## src/rtl/rv_pkg.sv

```systemverilog
// Shared RV32I definitions used by the fetch front end.
package rv_pkg;

   localparam int unsigned XLEN = 32;
   localparam logic [XLEN-1:0] NOP_INSTR    = 32'h0000_0013;
   localparam logic [XLEN-1:0] RESET_VECTOR = 32'h0000_0000;

   typedef struct packed {
      logic [XLEN-1:0] pc;
      logic [XLEN-1:0] instr;
   } fetch_entry_t;

endpackage

```

## src/rtl/fetch_buffer.sv

```systemverilog
// DEPTH-entry synchronous FIFO with flush; head is valid whenever count != 0.
module fetch_buffer #(
   parameter int unsigned DEPTH = 2,
   parameter int unsigned WIDTH = 64
) (
   input  logic                           clk,
   input  logic                           rst,
   input  logic                           flush,
   input  logic                           push,
   input  logic [WIDTH-1:0]               push_data,
   input  logic                           pop,
   output logic [WIDTH-1:0]               head,
   output logic [$clog2(DEPTH+1)-1:0]     count
);

   localparam int unsigned CW = $clog2(DEPTH + 1);
   localparam int unsigned AW = (DEPTH > 1) ? $clog2(DEPTH) : 1;

   logic [WIDTH-1:0] mem [DEPTH];
   logic [AW-1:0]    rd_ptr;
   logic [AW-1:0]    wr_ptr;

   function automatic logic [AW-1:0] bump(input logic [AW-1:0] p);
      return (p == AW'(DEPTH - 1)) ? '0 : p + AW'(1);
   endfunction

   always_ff @(posedge clk) begin
      if (rst || flush) begin
         rd_ptr <= '0;
         wr_ptr <= '0;
         count  <= '0;
      end else begin
         if (push) wr_ptr <= bump(wr_ptr);
         if (pop)  rd_ptr <= bump(rd_ptr);
         count <= count + CW'(push) - CW'(pop);
      end
   end

   always_ff @(posedge clk) begin
      if (push && !flush && !rst) mem[wr_ptr] <= push_data;
   end

   assign head = mem[rd_ptr];

endmodule

```

## src/rtl/if_stage.sv

```systemverilog
// RV32I instruction-fetch stage: PC ownership, credit-limited imem requests,
// instruction buffering toward decode, and redirect flush with response discard.
module if_stage
   import rv_pkg::*;
#(
   parameter logic [XLEN-1:0] RESET_PC = RESET_VECTOR,
   parameter logic [XLEN-1:0] NOP      = NOP_INSTR,
   parameter int unsigned     DEPTH    = 2
) (
   input  logic            clk,
   input  logic            rst,
   output logic            imem_req,
   output logic [XLEN-1:0] imem_addr,
   input  logic            imem_gnt,
   input  logic            imem_rvalid,
   input  logic [XLEN-1:0] imem_rdata,
   input  logic            redirect,
   input  logic [XLEN-1:0] redirect_pc,
   input  logic            id_ready,
   output logic            id_valid,
   output logic [XLEN-1:0] pc_to_id,
   output logic [XLEN-1:0] ir
);

   localparam int unsigned CW = $clog2(DEPTH + 1);

   logic [XLEN-1:0] fetch_pc;
   logic [CW-1:0]   outstanding;
   logic [CW-1:0]   count;
   logic [CW-1:0]   discard;
   logic [CW:0]     credits;
   logic            grant;
   logic            buf_push;
   logic            buf_pop;
   logic [XLEN-1:0] pc_head;
   fetch_entry_t    buf_head;
   fetch_entry_t    buf_in;
   logic            unused_pc_bits;

   assign unused_pc_bits = ^redirect_pc[1:0];

   // Wrong-path responses still occupy the PC FIFO, so in-flight requests are
   // also capped at DEPTH to keep it (and the counters) in range while draining.
   assign credits   = {1'b0, outstanding} + {1'b0, count} - {1'b0, discard};
   assign imem_req  = !rst && !redirect && (credits < (CW+1)'(DEPTH))
                      && (outstanding < CW'(DEPTH));
   assign imem_addr = fetch_pc;
   assign grant     = imem_req && imem_gnt;

   assign id_valid = (count != '0) && !redirect;
   assign pc_to_id = id_valid ? buf_head.pc    : '0;
   assign ir       = id_valid ? buf_head.instr : NOP;

   assign buf_push = imem_rvalid && (discard == '0) && !redirect;
   assign buf_pop  = id_valid && id_ready;
   assign buf_in   = {pc_head, imem_rdata};

   fetch_buffer #(
      .DEPTH (DEPTH),
      .WIDTH ($bits(fetch_entry_t))
   ) u_ibuf (
      .clk       (clk),
      .rst       (rst),
      .flush     (redirect),
      .push      (buf_push),
      .push_data (buf_in),
      .pop       (buf_pop),
      .head      (buf_head),
      .count     (count)
   );

   fetch_buffer #(
      .DEPTH (DEPTH),
      .WIDTH (XLEN)
   ) u_pc_fifo (
      .clk       (clk),
      .rst       (rst),
      .flush     (1'b0),
      .push      (grant),
      .push_data (fetch_pc),
      .pop       (imem_rvalid),
      .head      (pc_head),
      .count     (outstanding)
   );

   always_ff @(posedge clk) begin
      if (rst)
         fetch_pc <= {RESET_PC[XLEN-1:2], 2'b00};
      else if (redirect)
         fetch_pc <= {redirect_pc[XLEN-1:2], 2'b00};
      else if (grant)
         fetch_pc <= fetch_pc + XLEN'(4);
   end

   // A response landing in the redirect cycle is dropped regardless of the old
   // discard value, so it is excluded from the new discard count.
   always_ff @(posedge clk) begin
      if (rst)
         discard <= '0;
      else if (redirect)
         discard <= outstanding - CW'(imem_rvalid);
      else if (imem_rvalid && (discard != '0))
         discard <= discard - CW'(1);
   end

endmodule

```

## config.mk

```make
export PLATFORM = sky130hd
export DESIGN_NAME = if_stage
export DESIGN_NICKNAME = d
export VERILOG_FILES = /design/src/rtl/rv_pkg.sv /design/src/rtl/fetch_buffer.sv /design/src/rtl/if_stage.sv
export SDC_FILE = /design/constraint.sdc
export NUM_CORES = 1
export LEC_CHECK = 0
export BUFFER_PORTS_ARGS = -buffer_cell sky130_fd_sc_hd__buf_2
export CAP_MARGIN = 10
export CORE_MARGIN = 4
export CORE_UTILIZATION = 41
export CTS_BUF_LIST = sky130_fd_sc_hd__clkbuf_16
export CTS_CLUSTER_SIZE = 8
export DETAILED_ROUTE_END_ITERATION = 8
export PLACE_DENSITY = 0.64
export SLEW_MARGIN = 20
export SYNTH_ARGS = -nofsm -noshare
export SYNTH_HDL_FRONTEND = slang
export SYNTH_HIERARCHICAL = 1
export SYNTH_SLANG_ARGS = --single-unit
```

## constraint.sdc

```tcl
create_clock -name clk -period 12.9 [get_ports clk]
set_input_delay 1.935 -clock clk [delete_from_list [all_inputs] [get_ports clk]]
set_output_delay 1.935 -clock clk [all_outputs]
set_load 0.02 [all_outputs]
```

## Yosys cells after proc, flatten, opt, wreduce, memory -nomap -nowiden

Memory sizes are Yosys's and may differ from the RTL's. A register that Yosys moved wholly into a read port is not among the register bits.
Cells that the tools add are included.

| word-level totals | value |
|---|---|
| register bits after elaboration | 42 |
| memories kept | 2 |
| logic and storage cells | 65 |
| bits of input ports | 70 |
| output and inout port bits | 98 |
| memory bits (writable) | 192 |
| latch bits | 0 |
| memory bits (read-only) | 0 |

Memories:

| memory | words | width | read ports | clocked after memory_dff | write ports | RTL line | RTL |
|---|---|---|---|---|---|---|---|
| u_ibuf.mem | 2 | 64 | 1 | 1 | 1 | fetch_buffer.sv:19 | `logic [WIDTH-1:0] mem [DEPTH];` |
| u_pc_fifo.mem | 2 | 32 | 1 | 1 | 1 | fetch_buffer.sv:19 |  |

| cells by class | value |
|---|---|
| $lt $le $gt $ge | 2 |
| equal/unequal tests | 0 |
| reductions and logical operators | 21 |
| shift-type cells | 0 |
| $add $sub $neg | 13 |
| divide/modulo/power cells | 0 |
| $mul | 0 |
| mux-type cells | 18 |
| bitwise operators | 0 |

Operators with widths:

| operator | number |
|---|---|
| 32-bit two-way mux | 4 |
| 32-bit by 3-bit adder with 32-bit output, second input constant | 1 |
| 1-bit logical AND | 12 |
| 1-bit two-way mux | 12 |
| 2-bit nonzero test | 4 |
| 2-bit by 1-bit subtractor with 2-bit output | 3 |
| 1-bit adder, second input constant | 4 |
| 2-bit by 1-bit adder with 2-bit output | 2 |
| 2-bit two-way mux | 2 |
| 2-bit by 2-bit adder with 3-bit output | 1 |
| 3-bit by 2-bit less-than comparator with 1-bit output, second input constant | 1 |
| 3-bit by 2-bit subtractor with 3-bit output | 1 |
| 1-bit zero test | 2 |
| 2-bit zero test | 1 |
| 2-bit less-than comparator, second input constant | 1 |
| 2-bit OR reduction | 1 |
| 2-bit by 1-bit subtractor with 2-bit output, second input constant | 1 |
| 1-bit logical OR | 1 |

## Longest topological paths before layout

Gate-level depths: netlist of the first run.

| depth | value |
|---|---|
| word-level depth | 9 |
| mapped depth | 13 |
| mapped depth without buffers | 13 |

## Cells and area by module

The synthesis of the first run kept the hierarchy.

By module, submodules not included:

| module | cells an instance | seq. area each (µm²) | instances | area each (µm²) |
|---|---|---|---|---|
| fetch_buffer at u_ibuf | 219 | 3943.8 | 1 | 5136.2 |
| fetch_buffer at u_pc_fifo | 120 | 2021.9 | 1 | 2681.3 |
| if_stage | 331 | 640.6 | 1 | 2519.9 |

## Least setup slack after synthesis of the first run

OpenSTA, ideal clock, no wires.

| path | value |
|---|---|
| path type | input port to flip-flop |
| start point | input port redirect |
| end point | memory u_ibuf.mem[0][0] (enable) |
| arrival time | 9.205 ns |
| required time | 12.256 ns |
| stages on the path | 7 |
| path buffers | 3 |
| library setup time | 0.644 ns |
| slack | 3.051 ns |
| path through | clkbuf_1 inv_1 clkbuf_1 buf_1 and3_1 inv_1 nor4_1 |

| between the ends | value |
|---|---|
| longest elaborated chain between the ends | 6 |

Ends and longest elaborated chain:

| item | RTL line | RTL |
|---|---|---|
| start: declaration | if_stage.sv:17 | `input logic redirect,` |
| 1-bit zero test | if_stage.sv:54 | `assign buf_push = imem_rvalid && (discard == '0) && !redirect;` |
| 1-bit logical AND | if_stage.sv:54 |  |
| via buf_push | if_stage.sv:33 | `logic buf_push;` |
| 1-bit logical AND (2 in a row) | fetch_buffer.sv:40 | `if (push && !flush && !rst) mem[wr_ptr] <= push_data;` |
| 1-bit two-way mux | fetch_buffer.sv:40 |  |
| 1-bit two-way mux (implied by the code) | fetch_buffer.sv:40 |  |
| end: declaration | fetch_buffer.sv:19 |  |

The timed path passes the listed nets, and every way through them passes these cells.

## Worst setup path in the final report of the first run

| path | value |
|---|---|
| start point | input port redirect |
| end point | output port pc_to_id[4] |

| between the ends | value |
|---|---|
| longest elaborated chain between the ends | 3 |

Ends and longest elaborated chain:

| item | RTL line | RTL |
|---|---|---|
| 1-bit zero test | if_stage.sv:50 | `assign id_valid = (count != '0) && !redirect;` |
| 1-bit logical AND | if_stage.sv:50 |  |
| 32-bit two-way mux | if_stage.sv:51 | `assign pc_to_id = id_valid ? buf_head.pc : '0;` |
| end: declaration | if_stage.sv:21 | `output logic [XLEN-1:0] pc_to_id,` |

Every way passes these cells.

==> impl_metrics.py, run 1 <==
metrics = {
    "route": {
        "drtAntennaViolNets": 0,
        "vias_per_cell": 5.07,
        "vias": 6032,
        "drt_iter0_drc": 357,
        "wirelength_um": 21200,
        "wire_per_inst_um": 17.8,
        "drc": 0,
        "dr.pass1.iters": 5,
    },
    "synthesis": {
        "yosysUniqueCellTypes": 53,
        "ys.flop_type": "edfxtp_1",
        "ys_warn_count": 6,
        "avgSynthCellArea_um2": 15.4,
        "synth-seq-cells": 234,
        "async_reset_ff_share_pct": 0,
        "synth_edf_count": 192,
        "netlist_instances": 670,
        "yosysSeqAreaShare_pct": 63.9,
        "synth_area_um2": 10300,
    },
    "die": {
        "io_pins": 168,
        "die_w_um": 167,
        "initial_core_util_pct": 42.1,
        "coreArea_um2": 24500,
        "rows": 57,
        "fp.dieArea_um2": 27800,
        "die_y_um": 167,
    },
    "timing": {
        "setup_slack_ns": 7.57,
        "finalCriticalPeriod_ns": 5.33,
        "setup-violations-final": 0,
        "drv_slew": 0,
        "finalSetupTns_ns": 0,
        "fmax_mhz": 188,
        "skew_ns": 0.0156,
        "hold_violations": 0,
        "relSlewSlack_pct": 35.6,
        "post-route-period-util_pct": 41.3,
        "worst_pin_slew_ns": 0.965,
        "rsz0062_at_grt": "no",
    },
    "grt": {
        "grt_overflow": 0,
        "grtUsageTotal_pct": 14.9,
        "grt_max_degree": 65,
        "grt_pass1_wl_um": 33200,
        "antenna_found_initial": 0,
        "grt_pass1_vias": 5991,
    },
    "critical_path": {
        "arrival_ns": 3.40,
        "cp-end-kind": "output port",
        "crit_fanout": 63,
        "reg2reg_to": "u_pc_fifo/mem[0][24]",
        "startpoint": "redirect",
        "critPathKind": "in2out",
        "r2r_slack_ns": 8.95,
        "r2r-start": "u_pc_fifo/count[1]",
        "cp.required_ns": 10.97,
        "critPathCapture": "pc_to_id[4]",
        "critPathLaunchType": "input port",
        "reg2reg_depth": 9,
    },
    "cts": {
        "clockRootBuffer": "clkbuf_16",
        "post-cts-setup-buffers": 0,
        "cts_tree": "done",
        "cts.sink_count": 234,
        "clk_pin_slew_ns": 0.05,
        "numCtsBuffers": 35,
        "clk_latency_ns": 0.49,
        "h-tree-depth": 2,
        "cts_buffer_depth": 3,
        "postCtsResizedCells": 0,
        "ctsHoldBuffers": 0,
    },
    "power_and_ir_drop": {
        "power.leakage_uw": 0.00477,
        "vdd_drop_max_mv": 0.0663,
        "power.density_nw_per_um2": 140,
    },
    "placed_design": {
        "post-place-ws_ns": 7.51,
        "gp_congestion": 0.754,
        "io_buffers": 163,
        "hpwl_um": 13400,
        "post_dp_cell_area_um2": 11400,
    },
    "cells_and_area": {
        "drive_above_1_share_pct": 37.0,
        "final_area_um2": 12300,
        "syn_to_final_growth_pct": 19.3,
        "final_nets": 933,
        "antenna_cells": 0,
    },
    "min_path": {
        "hold_class": "reg2reg",
    },
    "run": {
        "maxCapViolCount": 0,
    },
    "run_status": {
        "status": "finished, final reports clean",
    },
}
## cell type report
class	instances	area, um2
fillers	2094	12200
flip-flops and latches	234	6610
repair buffers	172	883
multi-input cells	391	3410
clock buffers	35	876
well taps	324	405
inverters	19	71.3
clock inverters	15	76.3
## metrics by stage
step | util [%] | hold WS (ns) | total power, uW | instances
floorplan | - | 0.518 | 924 | 681
global placement | 46.4 | 0.501 | 958 | 1140
detailed placement | 46.4 | 0.522 | 961 | 1140
CTS | 50.3 | 0.529 | 1760 | 1190
global route | 50.3 | 0.542 | 1800 | 1190
finish | 50.3 | 0.530 | 1730 | 1190
## how the worst min path moves through the flow
| stage | cells past startpoint | slack [ns] | from | end |
|---|---|---|---|---|
| after floorplan | 2 | 0.52 | u_pc_fifo/rd_ptr | flop |
| after global placement | 0 | 0.50 | imem_addr[31] | u_pc_fifo/mem[0][31] |
| after detailed placement | 0 | 0.52 | imem_addr[31] | u_pc_fifo/mem[0][31] |
| after CTS | 0 | 0.53 | imem_addr[31] | u_pc_fifo/mem[0][31] |
| after global routing | 0 | 0.54 | imem_addr[18] | u_pc_fifo/mem[0][18] |
| final | 0 | 0.53 | imem_addr[31] | u_pc_fifo/mem[0][31] |
## synth_stat cells (all sizes together), types with 2 or more instances
master	count	area (um2)
nand3	10	55.1
or2	2	12.5
and3	11	68.8
fa	2	40.0
nor4	9	56.3
or3	10	62.6
and4	7	61.3
a31oi	4	25.0
o2111a	2	22.5
buf	17	240
a211o	3	26.3
nand2b	3	18.8
inv	18	67.6
or4	9	71.3
dfxtp	42	841
a221oi	2	17.5
clkbuf	20	75.1
nor3	9	45.0
nand4	12	87.6
mux2	96	1420
xnor3	2	45.0
edfxtp	192	5770
ha	8	100
a211oi	6	45.0
nand2	18	67.6
nor2	28	105
xnor2	8	70.1
o21ai	11	55.1
nor3b	2	15.0
a311oi	16	140
and2	66	413
o31ai	11	82.6
## power by group
| group | internal [uW] | switching (uW) | total (uW) |
|---|---|---|---|
| combinational | 42.3 | 56.4 | 98.7 |
| clock | 483 | 298 | 781 |
| sequential | 831 | 16.3 | 848 |
## registers in the layout, summed over array words and instances, names as in the netlist, 2 cells and up, named ones only
name             count
u_pc_fifo/count      2
u_ibuf/count         2
imem_addr           30
u_pc_fifo/mem       64
u_ibuf/mem         128
discard              2
## critical path, cell delays in order
cell,delay [ns]
buf_2,0.32
nor2_4,0.18
buf_4,0.47
and2_1,0.26
buf_2,0.18
## cell families after synthesis
kind of cell | synth area share (%)
flip-flops | 63.9
multiplexers | 13.7
XOR/XNOR | 1.11
AND/OR/NAND/NOR | 11.5
adder cells (fa/ha/maj) | 1.36
other | 0.0363
AO/OA/AOI/OAI | 4.65
buffers and inverters | 3.74
## layout by cell type (no fill, tap or decap), drive strengths merged, types with 3 or more instances in the layout
cell,synthesis,final
a211o,3,3
a211oi,6,6
a311oi,16,16
a31oi,4,4
and2,66,66
and3,11,11
and4,7,7
buf,17,172
clkbuf,20,35
conb,1,12
dfxtp,42,42
edfxtp,192,192
ha,8,8
inv,18,32
mux2,96,96
nand2,18,18
nand2b,3,3
nand3,10,10
nand4,12,12
nor2,28,28
nor3,9,9
nor4,9,9
o21ai,11,11
o31ai,11,11
or3,10,10
or4,9,9
xnor2,8,8
## per-layer routing
layer	global-route usage (%)	vias to the layer above	part of all wire, %
met5	0	-	0
met1	19.9	2896	45
li1	-	2901	-
met3	3.63	35	6.1
met4	4.87	0	2.2
met2	24.0	200	46
No activity file was read; power rests on OpenSTA's default activity.
==> run 2, diff against run 1 <==
Settings changed: ABC_AREA set to 1, PLACE_DENSITY 0.64 to 0.66.
Clock period 12.9 ns to 4.3 ns, I/O delays scaled along.
==> run 2 against run 1 <==
Non-clock buffer count grew 2. Final cell count grew 22%. Area after synthesis grew 4.4%. Final area grew 4.0%. Via count grew 15%. Routed wire length grew 4.3%. Utilization shrank 0.89 points. Die area grew 4.2%. Clock skew grew 0.0019 ns. Critical path depth grew 7. Synthesized cell count grew 37%. Sequential power grew to 3.0 times the previous value. Critical endpoint is now imem_addr[10]. Largest power group unchanged. Highest routed layer unchanged.
==> impl_metrics.py, run 2 <==
metrics = {
    "synthesis": {
        "yosysMostFrequentCell": "edfxtp_1",
        "synth_common_cells": "192 x edfxtp_1, 163 x nand2_1, 135 x nor2_1",
        "ys_warn_count": 6,
        "ys.flop_type": "edfxtp_1",
        "synth_edf_count": 192,
        "yosysSeqAreaShare_pct": 61.2,
        "async_reset_ff_share_pct": 0,
        "synth-seq-cells": 234,
        "avgSynthCellArea_um2": 11.7,
        "synth_top_area_cell": "edfxtp_1",
        "synth_area_um2": 10800,
        "yosys-top-cells-area": "edfxtp_1 53%, mux2_4 13%, dfxtp_1 7.8%",
        "yosysUniqueCellTypes": 37,
        "netlist_instances": 919,
        "synth_top_area_share_pct": 53.4,
    },
    "route": {
        "vias": 6923,
        "drc": 0,
        "vias_per_cell": 4.77,
        "wirelength_um": 22100,
        "drt_iter0_drc": 449,
        "wire_per_inst_um": 15.2,
        "dr.pass1.iters": 5,
        "drtAntennaViolNets": 0,
    },
    "grt": {
        "grtUsageTotal_pct": 15.2,
        "grt_pass1_vias": 6850,
        "grt_overflow": 0,
        "grt_pass1_wl_um": 35400,
        "antenna_found_initial": 0,
        "grt_max_degree": 65,
    },
    "power_and_ir_drop": {
        "power.leakage_uw": 0.00537,
        "total_power_uw": 5210,
        "vdd_drop_max_mv": 0.227,
        "power.density_nw_per_um2": 406,
    },
    "timing": {
        "setup-violations-final": 0,
        "skew_ns": 0.0175,
        "finalCriticalPeriod_ns": 3.26,
        "rsz0062_at_grt": "no",
        "drv_slew": 0,
        "worst_pin_slew_ns": 0.937,
        "fmax_mhz": 306,
        "finalSetupTns_ns": 0,
        "relSlewSlack_pct": 37.6,
        "hold_violations": 0,
        "post-route-period-util_pct": 75.9,
    },
    "cells_and_area": {
        "final_nets": 1181,
        "layout_common_cells": "192 x edfxtp_1, 163 x nand2_1, 163 x buf_2",
        "antenna_cells": 0,
        "final_common_cell": "edfxtp_1",
        "largest_register_ffs": 128,
        "drive_above_1_share_pct": 29.7,
        "syn_to_final_growth_pct": 18.9,
        "final_area_um2": 12800,
        "nFillCells": 2411,
        "regMostFlops": "u_ibuf/mem",
    },
    "die": {
        "rows": 59,
        "die_y_um": 170,
        "die_w_um": 170,
        "io_pins": 168,
        "initial_core_util_pct": 41.5,
        "coreArea_um2": 26000,
        "fp.dieArea_um2": 29000,
    },
    "placed_design": {
        "hpwl_um": 14600,
        "io_buffers": 163,
        "post_dp_cell_area_um2": 11900,
        "gp_congestion": 0.877,
    },
    "cts": {
        "post-cts-setup-buffers": 0,
        "clk_pin_slew_ns": 0.05,
        "clockRootBuffer": "clkbuf_16",
        "h-tree-depth": 2,
        "cts_buffer_depth": 3,
        "cts.sink_count": 234,
        "numCtsBuffers": 35,
        "clk_latency_ns": 0.50,
        "cts_tree": "done",
        "ctsHoldBuffers": 0,
        "postCtsResizedCells": 0,
    },
    "critical_path": {
        "arrival_ns": 3.64,
        "crit_path_max_incr_delay_ns": 0.51,
        "critPathKind": "reg2reg",
        "cp.required_ns": 4.68,
        "crit_fanout": 19,
        "critPathLaunchType": "flop",
        "r2r_slack_ns": 1.04,
        "cp-end-kind": "flop",
        "crit_chain": "inv_1 > ha_1 > or2_2 > fa_1 > nand2_2 > nor3_2 > nand3_2 > buf_4 > nand2_1 > inv_2 > nor3_1 > nor2_1",
        "cp_slowest_cell": "fa_1",
    },
    "min_path": {
        "hold_class": "in2reg",
    },
    "run": {
        "maxCapViolCount": 0,
    },
    "run_status": {
        "status": "finished, final reports clean",
    },
}
-- run 2: kinds of logic after synthesis --
logic type	after synthesis	synth area share [%]
AO/OA/AOI/OAI	50	2.62
XOR/XNOR	4	0.324
flip-flops	234	61.2
multiplexers	96	13.1
adder cells (fa/ha/maj)	10	1.30
other	1	0.0347
buffers and inverters	157	7.53
AND/OR/NAND/NOR	367	13.9
-- run 2: layer usage --
layer,global-route usage [%],wire (um),up-vias
met2,25.6,10500,222
met1,20.3,9910,3251
met5,0,0,-
li1,-,-,3417
met3,2.67,1280,33
met4,4.38,411,0
-- run 2: area by class of cell --
cell class	count	area, um2	area share, %
clock buffers	35	876	6.83
clock inverters	17	83.8	0.653
inverters	122	468	3.65
multi-input cells	534	3440	26.8
flip-flops and latches	234	6610	51.5
well taps	335	419	3.27
repair buffers	174	931	7.25
-- run 2: worst max-delay path, delay by kind of cell, from the launching register on --
| kind | cells | cell delay (ns) |
|---|---|---|
| flip-flops | 1 | 0.41 |
| buffers and inverters | 3 | 0.60 |
| adder cells (fa/ha/maj) | 2 | 0.80 |
| AND/OR/NAND/NOR | 7 | 1.33 |
-- run 2: path summary, 6_finish.rpt --
path                    from                end  cells after the start
max reg2reg  u_ibuf/count[0]      imem_addr[10]                     12
max          u_ibuf/count[0]      imem_addr[10]                     12
min           imem_rdata[20]  u_ibuf/mem[1][20]                      1
min reg2reg    u_ibuf/wr_ptr      u_ibuf/wr_ptr                      2
-- run 2: metrics by stage --
step / worst slack [ns] / cells / hold WS (ns) / utilization, %
finish: 1.04 / 1451 / 0.346 / 49.4
global route: 0.753 / 1451 / 0.322 / 49.4
CTS: 1.04 / 1451 / 0.315 / 49.4
detailed placement: 1.06 / 1399 / 0.463 / 45.7
global placement: 1.00 / 1398 / 0.453 / 45.6
floorplan: 0.148 / 925 / 0.444 / -
-- run 2: where the power goes --
part           internal [uW]  leakage (uW)  switching (uW)
Sequential              2490       0.00208            48.3
Combinational            127       0.00278             192
Clock                   1450      0.000518             898
Total                   4070       0.00537            1140
